<file path="src/rtl/tw_pkg.sv">
// ============================================================================
// Module : tw_pkg
// Shared defaults and FSM state encoding for the three-wire command queue.
// Rev    : 1.0
// ============================================================================
`default_nettype none

package tw_pkg;

    localparam int unsigned TW_ADDR_BITS      = 9;
    localparam int unsigned TW_DATA_BITS      = 16;
    localparam int unsigned TW_DEPTH          = 8;
    localparam int unsigned TW_TIMEOUT_CYCLES = 255;

    typedef enum logic [2:0] {
        ST_IDLE      = 3'd0,
        ST_ISSUE     = 3'd1,
        ST_WAIT_BUSY = 3'd2,
        ST_WAIT_DONE = 3'd3,
        ST_RESPOND   = 3'd4
    } tw_state_e;

endpackage : tw_pkg

`default_nettype wire

</file>
<file path="src/rtl/tw_cmd_fifo.sv">
// ============================================================================
// Module : tw_cmd_fifo
// Synchronous command FIFO with occupancy output; pushes while full are dropped.
// Rev    : 1.0
// ============================================================================
`default_nettype none

module tw_cmd_fifo
    import tw_pkg::*;
#(
    parameter int WIDTH = 1 + TW_ADDR_BITS + TW_DATA_BITS,
    parameter int DEPTH = TW_DEPTH
) (
    input  logic                   in_clk,
    input  logic                   in_rst,
    input  logic                   push_i,
    input  logic                   pop_i,
    input  logic [WIDTH-1:0]       wr_data_i,
    output logic [WIDTH-1:0]       rd_data_o,
    output logic                   full_o,
    output logic                   empty_o,
    output logic [$clog2(DEPTH):0] level_o
);

    localparam int PTR_W = $clog2(DEPTH);
    localparam int LVL_W = PTR_W + 1;
    localparam logic [LVL_W-1:0] FULL_LVL = LVL_W'(DEPTH);

    logic [WIDTH-1:0] mem_q [DEPTH];
    logic [PTR_W-1:0] wr_ptr_q;
    logic [PTR_W-1:0] rd_ptr_q;
    logic [LVL_W-1:0] level_q;

    logic w_push_ok;
    logic w_pop_ok;

    assign full_o    = (level_q == FULL_LVL);
    assign empty_o   = (level_q == '0);
    assign level_o   = level_q;
    assign rd_data_o = mem_q[rd_ptr_q];

    assign w_push_ok = push_i && !full_o;
    assign w_pop_ok  = pop_i && !empty_o;

    // Storage carries no reset; validity is tracked by the level alone.
    always_ff @(posedge in_clk) begin
        if (w_push_ok) begin
            mem_q[wr_ptr_q] <= wr_data_i;
        end
    end

    // Pointers wrap naturally because DEPTH is a power of two.
    always_ff @(posedge in_clk or posedge in_rst) begin
        if (in_rst) begin
            wr_ptr_q <= '0;
            rd_ptr_q <= '0;
            level_q  <= '0;
        end else begin
            if (w_push_ok) begin
                wr_ptr_q <= wr_ptr_q + 1'b1;
            end
            if (w_pop_ok) begin
                rd_ptr_q <= rd_ptr_q + 1'b1;
            end
            case ({w_push_ok, w_pop_ok})
                2'b10:   level_q <= level_q + 1'b1;
                2'b01:   level_q <= level_q - 1'b1;
                default: level_q <= level_q;
            endcase
        end
    end

endmodule : tw_cmd_fifo

`default_nettype wire

</file>
<file path="src/rtl/tw_cmd_queue.sv">
// ============================================================================
// Module : tw_cmd_queue
// Queues host register commands and sequences them onto a three-wire master.
// Rev    : 1.0
// ============================================================================
`default_nettype none

module tw_cmd_queue
    import tw_pkg::*;
#(
    parameter int ADDR_BITS      = TW_ADDR_BITS,
    parameter int DATA_BITS      = TW_DATA_BITS,
    parameter int DEPTH          = TW_DEPTH,
    parameter int TIMEOUT_CYCLES = TW_TIMEOUT_CYCLES
) (
    input  logic                   in_clk,
    input  logic                   in_rst,

    input  logic                   in_cmd_valid,
    output logic                   out_cmd_ready,
    input  logic                   in_cmd_r_w,
    input  logic [ADDR_BITS-1:0]   in_cmd_addr,
    input  logic [DATA_BITS-1:0]   in_cmd_wr_data,

    output logic                   out_tw_start,
    output logic                   out_tw_r_w,
    output logic [ADDR_BITS-1:0]   out_tw_addr,
    output logic [DATA_BITS-1:0]   out_tw_wr_data,
    input  logic                   in_tw_busy,
    input  logic [DATA_BITS-1:0]   in_tw_rd_data,

    output logic                   out_rsp_valid,
    input  logic                   in_rsp_ready,
    output logic [ADDR_BITS-1:0]   out_rsp_addr,
    output logic [DATA_BITS-1:0]   out_rsp_data,
    output logic                   out_rsp_timeout,

    output logic [$clog2(DEPTH):0] out_fifo_level,
    output logic                   out_idle
);

    localparam int CMD_W = 1 + ADDR_BITS + DATA_BITS;
    localparam int CNT_W = $clog2(TIMEOUT_CYCLES + 1);
    localparam logic [CNT_W-1:0] CNT_MAX  = CNT_W'(TIMEOUT_CYCLES);
    localparam logic [CNT_W-1:0] CNT_LAST = CNT_W'(TIMEOUT_CYCLES - 1);

    tw_state_e            state_q;
    logic                 tw_start_q;
    logic                 tw_r_w_q;
    logic [ADDR_BITS-1:0] tw_addr_q;
    logic [DATA_BITS-1:0] tw_wr_data_q;
    logic                 rsp_valid_q;
    logic [ADDR_BITS-1:0] rsp_addr_q;
    logic [DATA_BITS-1:0] rsp_data_q;
    logic                 rsp_timeout_q;
    logic [CNT_W-1:0]     cnt_q;

    logic                 w_fifo_full;
    logic                 w_fifo_empty;
    logic [CMD_W-1:0]     w_head;
    logic                 w_pop;
    logic [CNT_W-1:0]     w_cnt_inc;
    logic                 w_cnt_hit;

    assign w_pop     = (state_q == ST_IDLE) && !w_fifo_empty;
    assign w_cnt_inc = (cnt_q == CNT_MAX) ? cnt_q : cnt_q + 1'b1;
    // True on the edge where the counter would reach TIMEOUT_CYCLES.
    assign w_cnt_hit = (cnt_q >= CNT_LAST);

    tw_cmd_fifo #(
        .WIDTH (CMD_W),
        .DEPTH (DEPTH)
    ) u_fifo (
        .in_clk    (in_clk),
        .in_rst    (in_rst),
        .push_i    (in_cmd_valid),
        .pop_i     (w_pop),
        .wr_data_i ({in_cmd_r_w, in_cmd_addr, in_cmd_wr_data}),
        .rd_data_o (w_head),
        .full_o    (w_fifo_full),
        .empty_o   (w_fifo_empty),
        .level_o   (out_fifo_level)
    );

    always_ff @(posedge in_clk or posedge in_rst) begin
        if (in_rst) begin
            state_q       <= ST_IDLE;
            tw_start_q    <= 1'b0;
            tw_r_w_q      <= 1'b0;
            tw_addr_q     <= '0;
            tw_wr_data_q  <= '0;
            rsp_valid_q   <= 1'b0;
            rsp_addr_q    <= '0;
            rsp_data_q    <= '0;
            rsp_timeout_q <= 1'b0;
            cnt_q         <= '0;
        end else begin
            tw_start_q <= 1'b0;
            case (state_q)
                ST_IDLE: begin
                    if (!w_fifo_empty) begin
                        {tw_r_w_q, tw_addr_q, tw_wr_data_q} <= w_head;
                        tw_start_q <= 1'b1;
                        state_q    <= ST_ISSUE;
                    end
                end
                ST_ISSUE: begin
                    cnt_q   <= '0;
                    state_q <= ST_WAIT_BUSY;
                end
                ST_WAIT_BUSY: begin
                    if (in_tw_busy) begin
                        cnt_q   <= '0;
                        state_q <= ST_WAIT_DONE;
                    end else if (w_cnt_hit) begin
                        cnt_q         <= w_cnt_inc;
                        rsp_valid_q   <= 1'b1;
                        rsp_addr_q    <= tw_addr_q;
                        rsp_data_q    <= '0;
                        rsp_timeout_q <= 1'b1;
                        state_q       <= ST_RESPOND;
                    end else begin
                        cnt_q <= w_cnt_inc;
                    end
                end
                ST_WAIT_DONE: begin
                    if (!in_tw_busy) begin
                        rsp_data_q    <= in_tw_rd_data;
                        rsp_timeout_q <= 1'b0;
                        // Only reads report back; a clean write just retires.
                        if (!tw_r_w_q) begin
                            rsp_valid_q <= 1'b1;
                            rsp_addr_q  <= tw_addr_q;
                            state_q     <= ST_RESPOND;
                        end else begin
                            state_q     <= ST_IDLE;
                        end
                    end else if (w_cnt_hit) begin
                        cnt_q         <= w_cnt_inc;
                        rsp_valid_q   <= 1'b1;
                        rsp_addr_q    <= tw_addr_q;
                        rsp_data_q    <= '0;
                        rsp_timeout_q <= 1'b1;
                        state_q       <= ST_RESPOND;
                    end else begin
                        cnt_q <= w_cnt_inc;
                    end
                end
                ST_RESPOND: begin
                    if (in_rsp_ready) begin
                        rsp_valid_q <= 1'b0;
                        state_q     <= ST_IDLE;
                    end
                end
                default: begin
                    state_q <= ST_IDLE;
                end
            endcase
        end
    end

    assign out_cmd_ready   = !w_fifo_full;
    assign out_tw_start    = tw_start_q;
    assign out_tw_r_w      = tw_r_w_q;
    assign out_tw_addr     = tw_addr_q;
    assign out_tw_wr_data  = tw_wr_data_q;
    assign out_rsp_valid   = rsp_valid_q;
    assign out_rsp_addr    = rsp_addr_q;
    assign out_rsp_data    = rsp_data_q;
    assign out_rsp_timeout = rsp_timeout_q;
    assign out_idle        = w_fifo_empty && (state_q == ST_IDLE);

endmodule : tw_cmd_queue

`default_nettype wire

</file>
<file path="config.mk">
export PLATFORM = sky130hd
export DESIGN_NAME = tw_cmd_queue
export DESIGN_NICKNAME = d
export VERILOG_FILES = /design/src/rtl/tw_pkg.sv /design/src/rtl/tw_cmd_fifo.sv /design/src/rtl/tw_cmd_queue.sv
export SDC_FILE = /design/constraint.sdc
export NUM_CORES = 1
export LEC_CHECK = 0
export ABC_AREA = 0
export BUFFER_PORTS_ARGS = -buffer_cell sky130_fd_sc_hd__clkbuf_2
export CAP_MARGIN = 25
export CORE_AREA = 2 2 243 125
export CTS_BUF_LIST = sky130_fd_sc_hd__clkbuf_8
export CTS_CLUSTER_DIAMETER = 60
export DETAILED_ROUTE_END_ITERATION = 10
export DIE_AREA = 0 0 245 127
export SYNTH_ARGS = -nofsm -noshare
export SYNTH_HDL_FRONTEND = slang
export SYNTH_HIERARCHICAL = 1
export SYNTH_SLANG_ARGS = --single-unit
</file>
<file path="constraint.sdc">
create_clock -name in_clk -period 6.76 [get_ports in_clk]
set_input_delay 0 -clock in_clk [delete_from_list [all_inputs] [get_ports in_clk]]
set_output_delay 0 -clock in_clk [all_outputs]
set_load 0.02 [all_outputs]
</file>
==> results.toml <==
[outcome]
status = "complete, no violations"

[critical_path]
crit_type = "flop to flop"
path_cells = "nor4_1 -> nor4_4 -> buf_4 -> o41ai_1 -> inv_1 -> ha_1 -> ha_1 -> or4b_2 -> o311ai_0 -> o211ai_1"
slowest_delay_ns = 0.67
cp-end-kind = "flop"
startpoint_type = "flop"
crit_family = "simple AND/OR/NAND/NOR gates"
worstReg2RegStart = "u_fifo/level_o[0]"
cp_num_buf_inv = 2
critPathLaunch = "u_fifo/level_o[0]"
cp_slowest_cell = "nor4_1"
rrSetupSlack_ns = 3.13
cp.required_ns = 7.17
worstPathMaxFanout = 29
critical_path_arrival_ns = 4.04
cp_common_cell = "ha_1"

[power_and_ir_drop]
swShare_pct = 32.8
combPwrFrac_pct = 32.9
p_per_area_nw_per_um2 = 416
pwr-share-seq_pct = 43.2
p_leak_nw = 5.19
intPower_mw = 3.88
peakVddDrop_mv = 0.184
switchingPower_mw = 1.90
p_clk_share_pct = 23.9

[synthesis]
synthDominantCellAreaShare_pct = 54.6
ys_warn_count = 6
synth.area.top_cells = "edfxtp_1 55%, dfrtp_1 16%, mux4_1 12%, mux2_2 6.2%, a2bb2oi_1 0.92%"
ys_ff_latch = 283
syn_inst = 587
syn_avg_cell_area_um2 = 19.5
ys.flop_type = "edfxtp_1"
yosysSeqAreaShare_pct = 71.1
synth_top_area_cell = "edfxtp_1"
synthesis.nets = 642
synth_most_common_cell = "edfxtp_1"
synth_common_cells = "208 x edfxtp_1, 75 x dfrtp_1, 63 x mux2_2"
synth-edff-count = 208
syn_area_um2 = 11400
synthArstFlopShare_pct = 26.5
yosysUniqueCellTypes = 56

[layout]
areaGrowthSynthToFinish_pct = 21.6
antenna_cells = 0
drive_above_1_share_pct = 32.7
n_fill_cell = 2370
multi_input_area_um2 = 3150
seq_area_um2 = 8130
fin_util_pct = 48.3
final_nets = 829

[placement]
dp_hpwl_mm = 13.4
port_buffers = 106
place.gp.congestion = 0.774

[timing]
setup_viol = 0
rsz0062_at_grt = "false"
slew_violations = 0
post-route-min-period_ns = 3.63
max_slew_margin_pct = 31.6
tns_ns = 0
clock.fmax_ghz = 0.276
worst_pin_slew_ns = 1.02
finClkSkew_ns = 0.0296
period_share_pct = 53.7
final_hold_viol_count = 0

[global_routing]
grt_pass1_wl_mm = 36.4
track_usage_pct = 15.4
grt_pass1_vias = 6381
grt_max_degree = 66
overflow = 0
antenna_found_initial = 0

[hold_path]
min_path_type = "input pin to asynchronous set/reset pin"

[route]
drc = 0
antenna_left = 0
drtPass1Iterations = 4
routed_via_density = 5.10
vias = 6120
routed_wl_mm = 23.5
drt_iter0_markers = 422
post_drt_wl_per_cell_um = 19.6

[die]
pin_count = 107
die_h_um = 127
die_area_um2 = 31100
num_rows = 44
die_w_um = 245
core_um2 = 28800
initial_core_util_pct = 39.7

[cts]
cts_max_path_buffers = 3
cts.sink_count = 283
htreeDepth = 2
root_buffer = "clkbuf_8"
cts_buffers = 42
clock_latency_ns = 0.57
path_clk_slew_ns = 0.06
cts_tree = "done"

[job]
maxCapViolCount = 0
## path summary, 6_finish.rpt
path                            depth (start not counted)                 end
worst max-delay path                                   10   u_fifo/level_o[3]
worst min-delay path                                    5  out_tw_wr_data[14]
worst max register to register                         10   u_fifo/level_o[3]
worst min register to register                          2       out_rsp_valid
max in group asynchronous                               4  u_fifo/rd_ptr_q[1]
min in group in_clk                                     3          state_q[2]
## cell families (layout without fill, tap and decap cells)
| group | Yosys count | count (layout) | share of synthesized area (%) |
|---|---|---|---|
| AND/OR/NAND/NOR | 69 | 69 | 3.51 |
| adder cells (fa/ha/maj) | 8 | 8 | 0.941 |
| multiplexers | 117 | 117 | 18.3 |
| flip-flops | 283 | 283 | 71.1 |
| XOR/XNOR | 6 | 6 | 0.460 |
| AO/OA/AOI/OAI | 64 | 64 | 3.78 |
| buffers and inverters | 40 | 261 | 1.89 |
## layer usage
| metal | up-vias | track usage [%] | part of all wire (%) |
|---|---|---|---|
| met3 | 32 | 3.38 | 5.0 |
| met1 | 3159 | 19.8 | 44 |
| met4 | 0 | 4.63 | 1.7 |
| li1 | 2782 | - | - |
| met2 | 147 | 26.4 | 49 |
| met5 | - | 0 | 0 |
## cell usage in the layout, fill, tap and decap left out, types with 3 or more instances in the layout
cell type,netlist,layout
a2bb2oi_1,12,12
o21ai_0,20,20
clkinv_2,0,8
clkbuf_8,0,50
dlygate4sd3_1,0,50
o211ai_1,3,3
xnor2_1,5,5
clkinv_1,0,9
mux4_1,52,52
inv_1,12,19
nor3b_1,3,3
buf_12,0,5
nand3_1,7,7
nand2_1,14,14
nand4_1,3,3
a22o_1,3,3
buf_4,3,8
nor2_4,0,6
dfrtp_1,75,73
clkbuf_2,1,106
nor3_2,1,3
nand2b_1,5,5
ha_1,7,7
and3_1,3,3
nor2_1,15,9
edfxtp_1,208,208
a21oi_1,11,11
mux2_2,63,63
## cell type report
type / count / area share [%]
sequential: 283 / 58.5
multi-input combinational: 264 / 22.6
timing repair buffer: 171 / 8.96
clock buffer: 50 / 4.95
tap: 391 / 3.52
clock inverter: 28 / 1.16
inverter: 12 / 0.324
## power by group through the flow
stage / logic (mW) / clock network, mW / registers [mW]
2_1_floorplan: 1.19 / 0 / 2.65
3_3_place_gp: 1.83 / 0 / 2.52
3_5_place_dp: 1.89 / 0 / 2.54
4_1_cts: 1.94 / 1.43 / 2.50
5_1_grt: 2.07 / 1.50 / 2.54
6_report: 1.90 / 1.38 / 2.50
## flip-flops by register name (all words and copies together), names as in the netlist
name and count:
cnt_q 8, out_rsp_addr 9, out_rsp_data 16, out_rsp_timeout 1, out_rsp_valid 1, out_tw_addr 9, out_tw_r_w 1, out_tw_start 1
out_tw_wr_data 16, state_q 3, u_fifo/level_o 4, u_fifo/mem_q 208, u_fifo/rd_ptr_q 3, u_fifo/wr_ptr_q 3
## through the flow
stage	total power, mW	instance area, um2	setup slack (ns)	hold slack, ns	instances
2_1_floorplan	3.84	11400	3.59	-0.160	587
3_3_place_gp	4.34	12400	3.30	0.00308	1064
3_5_place_dp	4.43	12500	3.17	0.0129	1070
4_1_cts	5.87	13900	3.16	0.200	1198
5_1_grt	6.11	13900	2.92	0.154	1199
6_report	5.78	13900	3.13	0.144	1199
## what timing repair did
| action | 4_1_cts | 5_1_grt |
|---|---|---|
| hold endpoints to repair | 307 | 0 |
| setup endpoints to repair | 0 | 0 |
| setup buffers | 0 | 0 |
| hold buffers | 50 | 0 |
| gates resized for setup | 0 | 0 |
## worst reg2reg max path, cell delays in order, from the launching register on
cell	delay, ns
dfrtp_1	0.46
nor4_1	0.67
nor4_4	0.05
buf_4	0.30
o41ai_1	0.22
inv_1	0.19
ha_1	0.34
ha_1	0.38
or4b_2	0.63
o311ai_0	0.12
o211ai_1	0.13
No activity file was read; power rests on OpenSTA's default activity.
